--- src/rtl/shift_pkg.sv ---
// Shared definitions for the serial shift datapath: default word length,
// receiver state encoding and bit-order selectors.
package shift_pkg;

   localparam int WIDTH_DEF = 8;

   typedef enum logic {
      IDLE  = 1'b0,
      SHIFT = 1'b1
   } state_t;

   localparam logic DIR_MSB_FIRST = 1'b0;
   localparam logic DIR_LSB_FIRST = 1'b1;

endpackage

--- src/rtl/shift_bitcnt.sv ---
// Modulo-WIDTH bit counter with synchronous clear/enable and a last-bit flag.
// A clear together with an enable counts the enabled bit as bit 0 of a new word.
module shift_bitcnt
   import shift_pkg::*;
#(
   parameter int WIDTH = WIDTH_DEF,
   parameter int CW    = $clog2(WIDTH)
) (
   input  logic          clk,
   input  logic          reset,
   input  logic          clr,
   input  logic          en,
   output logic [CW-1:0] cnt,
   output logic          last
);

   localparam logic [CW-1:0] LAST_CNT = CW'(WIDTH - 1);

   logic [CW-1:0] cnt_nxt;

   assign last = (cnt == LAST_CNT);

   always_comb begin
      cnt_nxt = cnt;
      if (clr) begin
         cnt_nxt = en ? CW'(1) : '0;
      end else if (en) begin
         cnt_nxt = last ? '0 : cnt + CW'(1);
      end
   end

   always_ff @(posedge clk or negedge reset) begin
      if (!reset) begin
         cnt <= '0;
      end else begin
         cnt <= cnt_nxt;
      end
   end

endmodule

--- src/rtl/shift_deser.sv ---
// Serial-to-parallel receiver: assembles WIDTH-bit words MSB- or LSB-first
// and hands them out through a valid/ready holding register.
//
//   state | meaning
//   ------+-------------------------------------
//   IDLE  | no bits of the current word collected
//   SHIFT | 1..WIDTH-1 bits collected
module shift_deser
   import shift_pkg::*;
#(
   parameter int WIDTH = WIDTH_DEF
) (
   input  logic             clk,
   input  logic             reset,
   input  logic             serial_in,
   input  logic             shift_en,
   input  logic             dir,
   input  logic             frame_start,
   input  logic             out_ready,
   output logic [WIDTH-1:0] out_data,
   output logic             out_valid,
   output logic             busy,
   output logic             overrun,
   input  logic             clr_overrun
);

   localparam int CW = $clog2(WIDTH);

   state_t           state;
   state_t           state_nxt;
   logic [CW-1:0]    cnt;
   logic             last;
   logic [WIDTH-1:0] sreg;
   logic [WIDTH-1:0] sreg_nxt;
   logic             dir_l;
   logic             dir_eff;
   logic             complete;
   logic             accept;
   logic             drop;

   shift_bitcnt #(
      .WIDTH (WIDTH),
      .CW    (CW)
   ) u_bitcnt (
      .clk   (clk),
      .reset (reset),
      .clr   (frame_start),
      .en    (shift_en),
      .cnt   (cnt),
      .last  (last)
   );

   assign busy = (state == SHIFT);

   // Bit order is frozen at bit 0; a restart makes the current bit a new bit 0.
   always_comb begin
      dir_eff  = (frame_start || (cnt == '0)) ? dir : dir_l;
      sreg_nxt = (dir_eff == DIR_LSB_FIRST) ? {serial_in, sreg[WIDTH-1:1]}
                                            : {sreg[WIDTH-2:0], serial_in};
      complete = shift_en && !frame_start && last;
      accept   = complete && (!out_valid || out_ready);
      drop     = complete && out_valid && !out_ready;
   end

   always_comb begin
      state_nxt = state;
      if (frame_start) begin
         state_nxt = shift_en ? SHIFT : IDLE;
      end else if (shift_en) begin
         state_nxt = last ? IDLE : SHIFT;
      end
   end

   always_ff @(posedge clk or negedge reset) begin
      if (!reset) begin
         state <= IDLE;
      end else begin
         state <= state_nxt;
      end
   end

   always_ff @(posedge clk or negedge reset) begin
      if (!reset) begin
         sreg      <= '0;
         dir_l     <= DIR_MSB_FIRST;
         out_data  <= '0;
         out_valid <= 1'b0;
         overrun   <= 1'b0;
      end else begin
         if (shift_en) begin
            sreg  <= sreg_nxt;
            dir_l <= dir_eff;
         end
         if (accept) begin
            out_data  <= sreg_nxt;
            out_valid <= 1'b1;
         end else if (out_valid && out_ready) begin
            out_valid <= 1'b0;
         end
         if (drop) begin
            overrun <= 1'b1;
         end else if (clr_overrun) begin
            overrun <= 1'b0;
         end
      end
   end

endmodule

--- config.mk ---
export PLATFORM = sky130hd
export DESIGN_NAME = shift_deser
export DESIGN_NICKNAME = d
export VERILOG_FILES = /design/src/rtl/shift_pkg.sv /design/src/rtl/shift_bitcnt.sv /design/src/rtl/shift_deser.sv
export SDC_FILE = /design/constraint.sdc
export NUM_CORES = 1
export LEC_CHECK = 0
export BUFFER_PORTS_ARGS = -buffer_cell sky130_fd_sc_hd__buf_4
export CAP_MARGIN = 15
export CORE_ASPECT_RATIO = 1.5
export CORE_MARGIN = 5
export CORE_UTILIZATION = 45
export CTS_CLUSTER_SIZE = 24
export DETAILED_ROUTE_END_ITERATION = 10
export PLACE_DENSITY_LB_ADDON = 0.1
export REMOVE_ABC_BUFFERS = 1
export SYNTH_ARGS = -nofsm -noshare
export SYNTH_HDL_FRONTEND = slang
export SYNTH_SLANG_ARGS = --single-unit
--- constraint.sdc ---
create_clock -name clk -period 1.9 [get_ports clk]
set_input_delay 0.285 -clock clk [delete_from_list [all_inputs] [get_ports clk]]
set_output_delay 0.285 -clock clk [all_outputs]
set_load 0.1 [all_outputs]
==> results of run 1 <==
==> layer usage <==
layer | global-route usage (%) | vias up | part of all wire (%)
met3 | 2.33 | 4 | 2.9
met5 | 0 | - | 0
met2 | 26.7 | 20 | 53
li1 | - | 490 | -
met1 | 22.2 | 512 | 43
met4 | 5.99 | 0 | 1.2
==> flip-flops by register name, summed over array words and instances, names as in the netlist <==
signal        count
busy              1
sreg              8
out_valid         1
u_bitcnt.cnt      3
overrun           1
dir_l             1
out_data          8
==> power by group through the flow <==
stage	sequential (mW)	combinational [mW]	clock, mW
2_1_floorplan	0.663	0.214	0
3_3_place_gp	0.637	0.353	0
3_5_place_dp	0.641	0.358	0
4_1_cts	0.632	0.361	0.322
5_1_grt	0.642	0.395	0.344
6_report	0.629	0.358	0.308
==> cell families (layout without fill, tap and decap cells) <==
logic type / count (synthesis) / in the layout / share of synthesized area (%)
DFF: 23 / 23 / 42.8
muxes: 10 / 10 / 7.81
buffers and inverters: 13 / 31 / 5.30
and+or+nand+nor: 27 / 27 / 12.2
adders and majority gates: 3 / 3 / 2.79
AOI/OAI and AO/OA: 46 / 46 / 29.2
==> per-stage QoR <==
step	util [%]	cell area, sq um	total power, mW	cells	worst slack, ns
4_1_cts	54.1	1560	1.31	179	0.115
3_3_place_gp	52.2	1500	0.990	174	0.132
2_1_floorplan	-	1290	0.877	113	0.318
3_5_place_dp	52.2	1500	0.998	174	0.138
6_report	54.1	1560	1.30	179	0.163
5_1_grt	54.1	1560	1.38	179	0.0431
==> cell type report <==
class / instances / area [sq um] / area share (%)
clock buffers: 4 / 45.0 / 2.89
repair buffers: 23 / 175 / 11.2
multi-input cells: 86 / 699 / 44.9
well taps: 39 / 48.8 / 3.13
inverters: 4 / 15.0 / 0.963
flip-flops and latches: 23 / 576 / 36.9
==> what timing repair did <==
item / 4_1_cts / 5_1_grt
hold endpoints to repair: 23 / 0
hold buffers: 1 / 0
gates resized for setup: 0 / 0
==> layout by cell type, fill, tap and decap left out, types with 2 or more instances in the layout <==
cell / count
a2111oi_2: 7
buf_4: 22
clkbuf_8: 3
dfrtp_1: 23
ha_1: 3
inv_1: 3
mux2i_1: 9
nand2_1: 10
nand2b_1: 3
nor2_1: 2
nor2b_1: 8
o21a_1: 8
o21ai_0: 9
o31ai_1: 17
==> worst max-delay path, stage by stage (launching register included) <==
cell and delay (ns):
dfrtp_1 0.39, ha_1 0.16, ha_1 0.23, nand3b_4 0.17, nand2b_1 0.36, o31ai_1 0.33
==> worst min path at each step <==
stage | startpoint | to | slack (ns) | cells after the start
2_1_floorplan | reset | busy | -0.01 | 0
3_3_place_gp | reset | overrun | 0.20 | 1
3_5_place_dp | reset | overrun | 0.20 | 1
4_1_cts | clr_overrun | overrun | 0.20 | 2
5_1_grt | clr_overrun | overrun | 0.20 | 2
6_report | clr_overrun | overrun | 0.21 | 2
==> impl_metrics.csv, run 1 <==
group,metric,value,unit
run_status,outcome,"finished, final reports clean",
die,start_util,46.7,%
clock_network,cts_buffers,3,
global_routing,grt_overflow,0,
clock_network,cts_buffer_depth,2,
timing,fin_crit_sh,91.4,%
routing,vias,1026,
final_layout,finalNetCount,152,
yosys,yosys.area.top_type,"dfrtp_1",
worst_setup_path,r2r_start,"u_bitcnt.cnt[1]",
clock_network,root_buffer,"clkbuf_8",
yosys,ys.flop_type,"dfrtp_1",
placement,io_buffers,18,
power,p_int,852,uW
die,pin_count,19,
power,ir_drop,497,uV
timing,rsz0062_at_grt,"no",
yosys,yosysWarningCount,0,
power,seq_power_share,48.6,%
yosys,synth_cells,122,
timing,period_needed,1.74,ns
worst_setup_path,critPathRequiredTime,2.07,ns
timing,clock_skew,0.00277,ns
yosys,synthArstFlopShare,100,%
global_routing,antenna_found_initial,0,
routing,drt-vias-per-instance,5.73,
yosys,synth_common_cells,"dfrtp_1, o31ai_1, nand2_1",
yosys,yosysTopAreaCellShare,42.8,%
placement,gp_congestion,0.782,
worst_setup_path,crit_type,"flip-flop to flip-flop",
clock_network,htreeDepth,1,
clock_network,cts_setup_buffers,0,
yosys,yosys_register_bits,23,
routing,finalWirelength,3.02,mm
job,max-cap-violations,0,
die,die_width,54.7,um
worst_setup_path,cp-start-kind,"flip-flop",
die,rows,24,
final_layout,drive_above_1_share,27.9,%
global_routing,grt_pass1_vias,1097,
clock_network,worstSkewPairLatency,0.26,ns
clock_network,path_clk_slew,0.08,ns
yosys,avgSynthCellArea,11.0,sq um
worst_setup_path,endpoint,"out_data[6]",
global_routing,grt_pass1_wl,5.29,mm
placement,hpwl,2.11,mm
worst_setup_path,regToRegEndpoint,"out_data[6]",
power,combPwrFrac,27.6,%
power,power_density,831,mW/mm^2
die,die_y,77.0,um
timing,finalMaxSlewViolations,0,
min_path,hold_path.class,"primary input to flip-flop",
timing,fmax,576,MHz
timing,finalSetupViolCount,0,
timing,whs,0.209,ns
power,p_clk_share,23.8,%
worst_setup_path,reg2reg_depth,5,
worst_setup_path,cp_max_fo,12,
worst_setup_path,crit_path_end_kind,"flip-flop",
yosys,synth.distinct_cells,27,
timing,timing.final.hold_violations,0,
final_layout,area_delta_synth_final,15.8,%
global_routing,grt_max_degree,24,
clock_network,clock_sinks,23,
worst_setup_path,startpoint,"u_bitcnt.cnt[1]",
worst_setup_path,crit_arrival,1.91,ns
routing,ant_nets,0,
power,power_switching,444,uW
worst_setup_path,r2r_setup_slack,0.16,ns
timing,tightest_slew,0.723,ns
final_layout,fillers,272,
timing,slew_headroom,51.8,%
yosys,yosysMostFrequentCell,"dfrtp_1",
yosys,synth_area_leaders,"dfrtp_1, o31ai_1, a2111oi_2, mux2i_1, o21a_1",
yosys,synth_enable_flop_cells,0,
power,swShare,34.2,%
routing,dr.pass1.iters,4,
yosys,yosysSeqAreaShare,42.8,%
yosys,synthesis.area,0.00135,sq mm
clock_network,tritoncts,"yes",
die,coreArea,0.00288,sq mm
routing,drt_iter0_drc,21,
die,die-area,0.00421,sq mm
timing,timing.setup.tns,0,ns
power,p_leak,0.700,nW
routing,drc_errors,0,
routing,drt-wirelength-per-cell,16.9,um
global_routing,track_usage,16.7,%
final_layout,antenna_cells,0,
(Power assumes the default switching activity.)
==> inputs of run 2 (changes only) <==
ABC_AREA = 1   (was not set)
clock period = 1.7 ns   (was 1.9 ns; I/O delays follow)
==> impl_metrics.csv, run 2 <==
group,metric,value,unit
run_status,outcome,"finished, final reports clean",
global_routing,grt_max_degree,24,
timing,fin_crit_sh,87.0,%
worst_setup_path,critPathRequiredTime,1.91,ns
placement,hpwl,1.89,mm
power,power_density,1040,mW/mm^2
job,max-cap-violations,0,
worst_setup_path,crit_buf_inv,1,
worst_setup_path,crit_arrival,1.69,ns
clock_network,worstSkewPairLatency,0.31,ns
routing,drt-vias-per-instance,5.43,
worst_setup_path,crit_top_cell,"nand2_1",
yosys,yosys_register_bits,23,
worst_setup_path,critPathSlowestCell,"dfrtp_1",
min_path,hold_path.class,"primary input to flip-flop",
yosys,synth_enable_flop_cells,0,
worst_setup_path,cp_cell_sequence,"inv_1 > ha_1 > nand2_1 > nand2_1 > nand2_1 > nand3_1 > nand3_1 > nand2_1",
clock_network,cts_resized,0,
timing,finalSetupViolCount,0,
routing,drc_errors,0,
final_layout,final_util,54.1,%
worst_setup_path,cp-start-kind,"flip-flop",
worst_setup_path,crit_type,"flip-flop to flip-flop",
final_layout,area_delta_synth_final,17.8,%
routing,vias,999,
final_layout,final_cell_mix,"nand2_1, nand3_1, dfrtp_1, inv_1, buf_4",
clock_network,htreeDepth,1,
placement,gp_congestion,0.917,
timing,slew_headroom,77.4,%
routing,dr.pass1.iters,4,
final_layout,finalNetCount,172,
timing,timing.final.hold_violations,0,
final_layout,drive_above_1_share,18.1,%
yosys,synth.distinct_cells,15,
worst_setup_path,crit_path_end_kind,"flip-flop",
yosys,yosysTopAreaCellShare,51.7,%
timing,timing.setup.tns,0,ns
global_routing,grt_pass1_wl,4.40,mm
yosys,synthesis.area,0.00111,sq mm
timing,period_needed,1.48,ns
routing,ant_nets,0,
final_layout,antenna_cells,0,
worst_setup_path,cp_max_fo,8,
die,die-area,0.00359,sq mm
power,p_leak,0.740,nW
yosys,yosysSeqAreaShare,51.7,%
worst_setup_path,max_stage_delay,0.39,ns
timing,tightest_slew,0.339,ns
final_layout,fillers,248,
clock_network,cts_buffer_depth,2,
timing,rsz0062_at_grt,"no",
die,die_width,50.6,um
die,rows,22,
yosys,synthArstFlopShare,100,%
final_layout,largest_registers,"out_data (8), sreg (8), u_bitcnt.cnt (3)",
yosys,yosysMostFrequentCell,"nand2_1",
clock_network,tritoncts,"yes",
clock_network,cts_setup_buffers,0,
die,coreArea,0.00242,sq mm
placement,dp_slack,0.243,ns
clock_network,hold_buffers,1,
global_routing,grt_pass1_vias,1072,
die,pin_count,19,
yosys,yosysWarningCount,0,
power,ir_drop,622,uV
yosys,yosys.area.top_type,"dfrtp_1",
clock_network,cts_buffers,3,
timing,finalWorstSetupSlack,0.222,ns
global_routing,antenna_found_initial,0,
final_layout,final_common_cell,"nand2_1",
yosys,avgSynthCellArea,8.06,sq um
yosys,synth_common_cells,"nand2_1, nand3_1, dfrtp_1",
yosys,synth_area_leaders,"dfrtp_1, nand3_1, nand2_1, inv_1, ha_1",
clock_network,path_clk_slew,0.13,ns
routing,drt-wirelength-per-cell,13.3,um
routing,drt_iter0_drc,35,
timing,clock_skew,0.00429,ns
clock_network,clock_sinks,23,
clock_network,root_buffer,"clkbuf_4",
placement,io_buffers,18,
timing,finalMaxSlewViolations,0,
yosys,ys.flop_type,"dfrtp_1",
routing,finalWirelength,2.45,mm
global_routing,grt_overflow,0,
yosys,synth_cells,138,
worst_setup_path,critical-path-top-delay-family,"simple AND/OR/NAND/NOR gates",
global_routing,track_usage,15.5,%
die,start_util,45.9,%
timing,fmax,676,MHz
die,die_y,70.9,um
==> run 2: cell count changes after synthesis, moves of 4 or more <==
cell       before  now
nor2b_1         8    0
nand2_1        10   40
o21ai_0         9    0
mux2i_1         9    0
inv_1           3   18
o21ai_1         0    4
o31ai_1        17    0
nand3_1         0   36
a2111oi_2       7    0
o21a_1          8    0
==> run 2: logic make-up after synthesis <==
kind of cell,after synthesis,share of synthesized area [%]
compound gates,7,3.15
fa+ha+maj,3,3.37
buf+inv,23,8.44
flops,23,51.7
simple gates,82,33.3
==> run 2: final timing paths <==
check | slack (ns) | endpoint | from | cells after the start
max | 0.22 | out_data[0] | u_bitcnt.cnt[0] | 8
min | 0.12 | overrun | clr_overrun | 2
max reg2reg | 0.22 | out_data[0] | u_bitcnt.cnt[0] | 8
min reg2reg | 0.50 | out_data[4] | out_data[4] | 2
max in group asynchronous | 1.11 | out_data[1] | reset | 2
min in group asynchronous | 0.36 | dir_l | reset | 2
==> run 2: power breakdown <==
part           switching, mW  internal [mW]  leakage (nW)
clock network          0.161         0.0877        0.0177
registers             0.0403          0.621         0.296
logic                  0.340          0.118         0.426
==> run 2: through the flow <==
stage | area [sq um] | hold WS (ns) | std cells | total power [mW]
after floorplan | 1110 | -0.0406 | 137 | 1.01
after global placement | 1270 | 0.166 | 179 | 1.13
after detailed placement | 1270 | 0.166 | 179 | 1.13
after CTS | 1310 | 0.104 | 184 | 1.39
after global routing | 1310 | 0.0979 | 184 | 1.46
final | 1310 | 0.116 | 184 | 1.37
==> run 2: layer usage <==
metal / GRT usage [%] / routed length, um / vias to the layer above
li1: - / - / 487
met2: 28.7 / 1380 / 31
met3: 2.74 / 98 / 8
met4: 5.97 / 48 / 0
met1: 16.6 / 918 / 473
met5: 0 / 0 / -
==> run 2: final cells by class <==
cell class	instances	area, sq um	area share (%)
multi-input combinational	92	443	33.8
tap	24	30.0	2.29
sequential	23	576	43.9
timing repair buffer	19	145	11.1
clock inverter	1	5.00	0.382
clock buffer	3	22.5	1.72
inverter	22	88.8	6.78
==> run 2: worst register-to-register path: stages (launching register included) <==
cell and delay, ns:
dfrtp_1 0.39, inv_1 0.07, ha_1 0.19, nand2_1 0.10, nand2_1 0.07, nand2_1 0.21, nand3_1 0.17, nand3_1 0.13
nand2_1 0.05
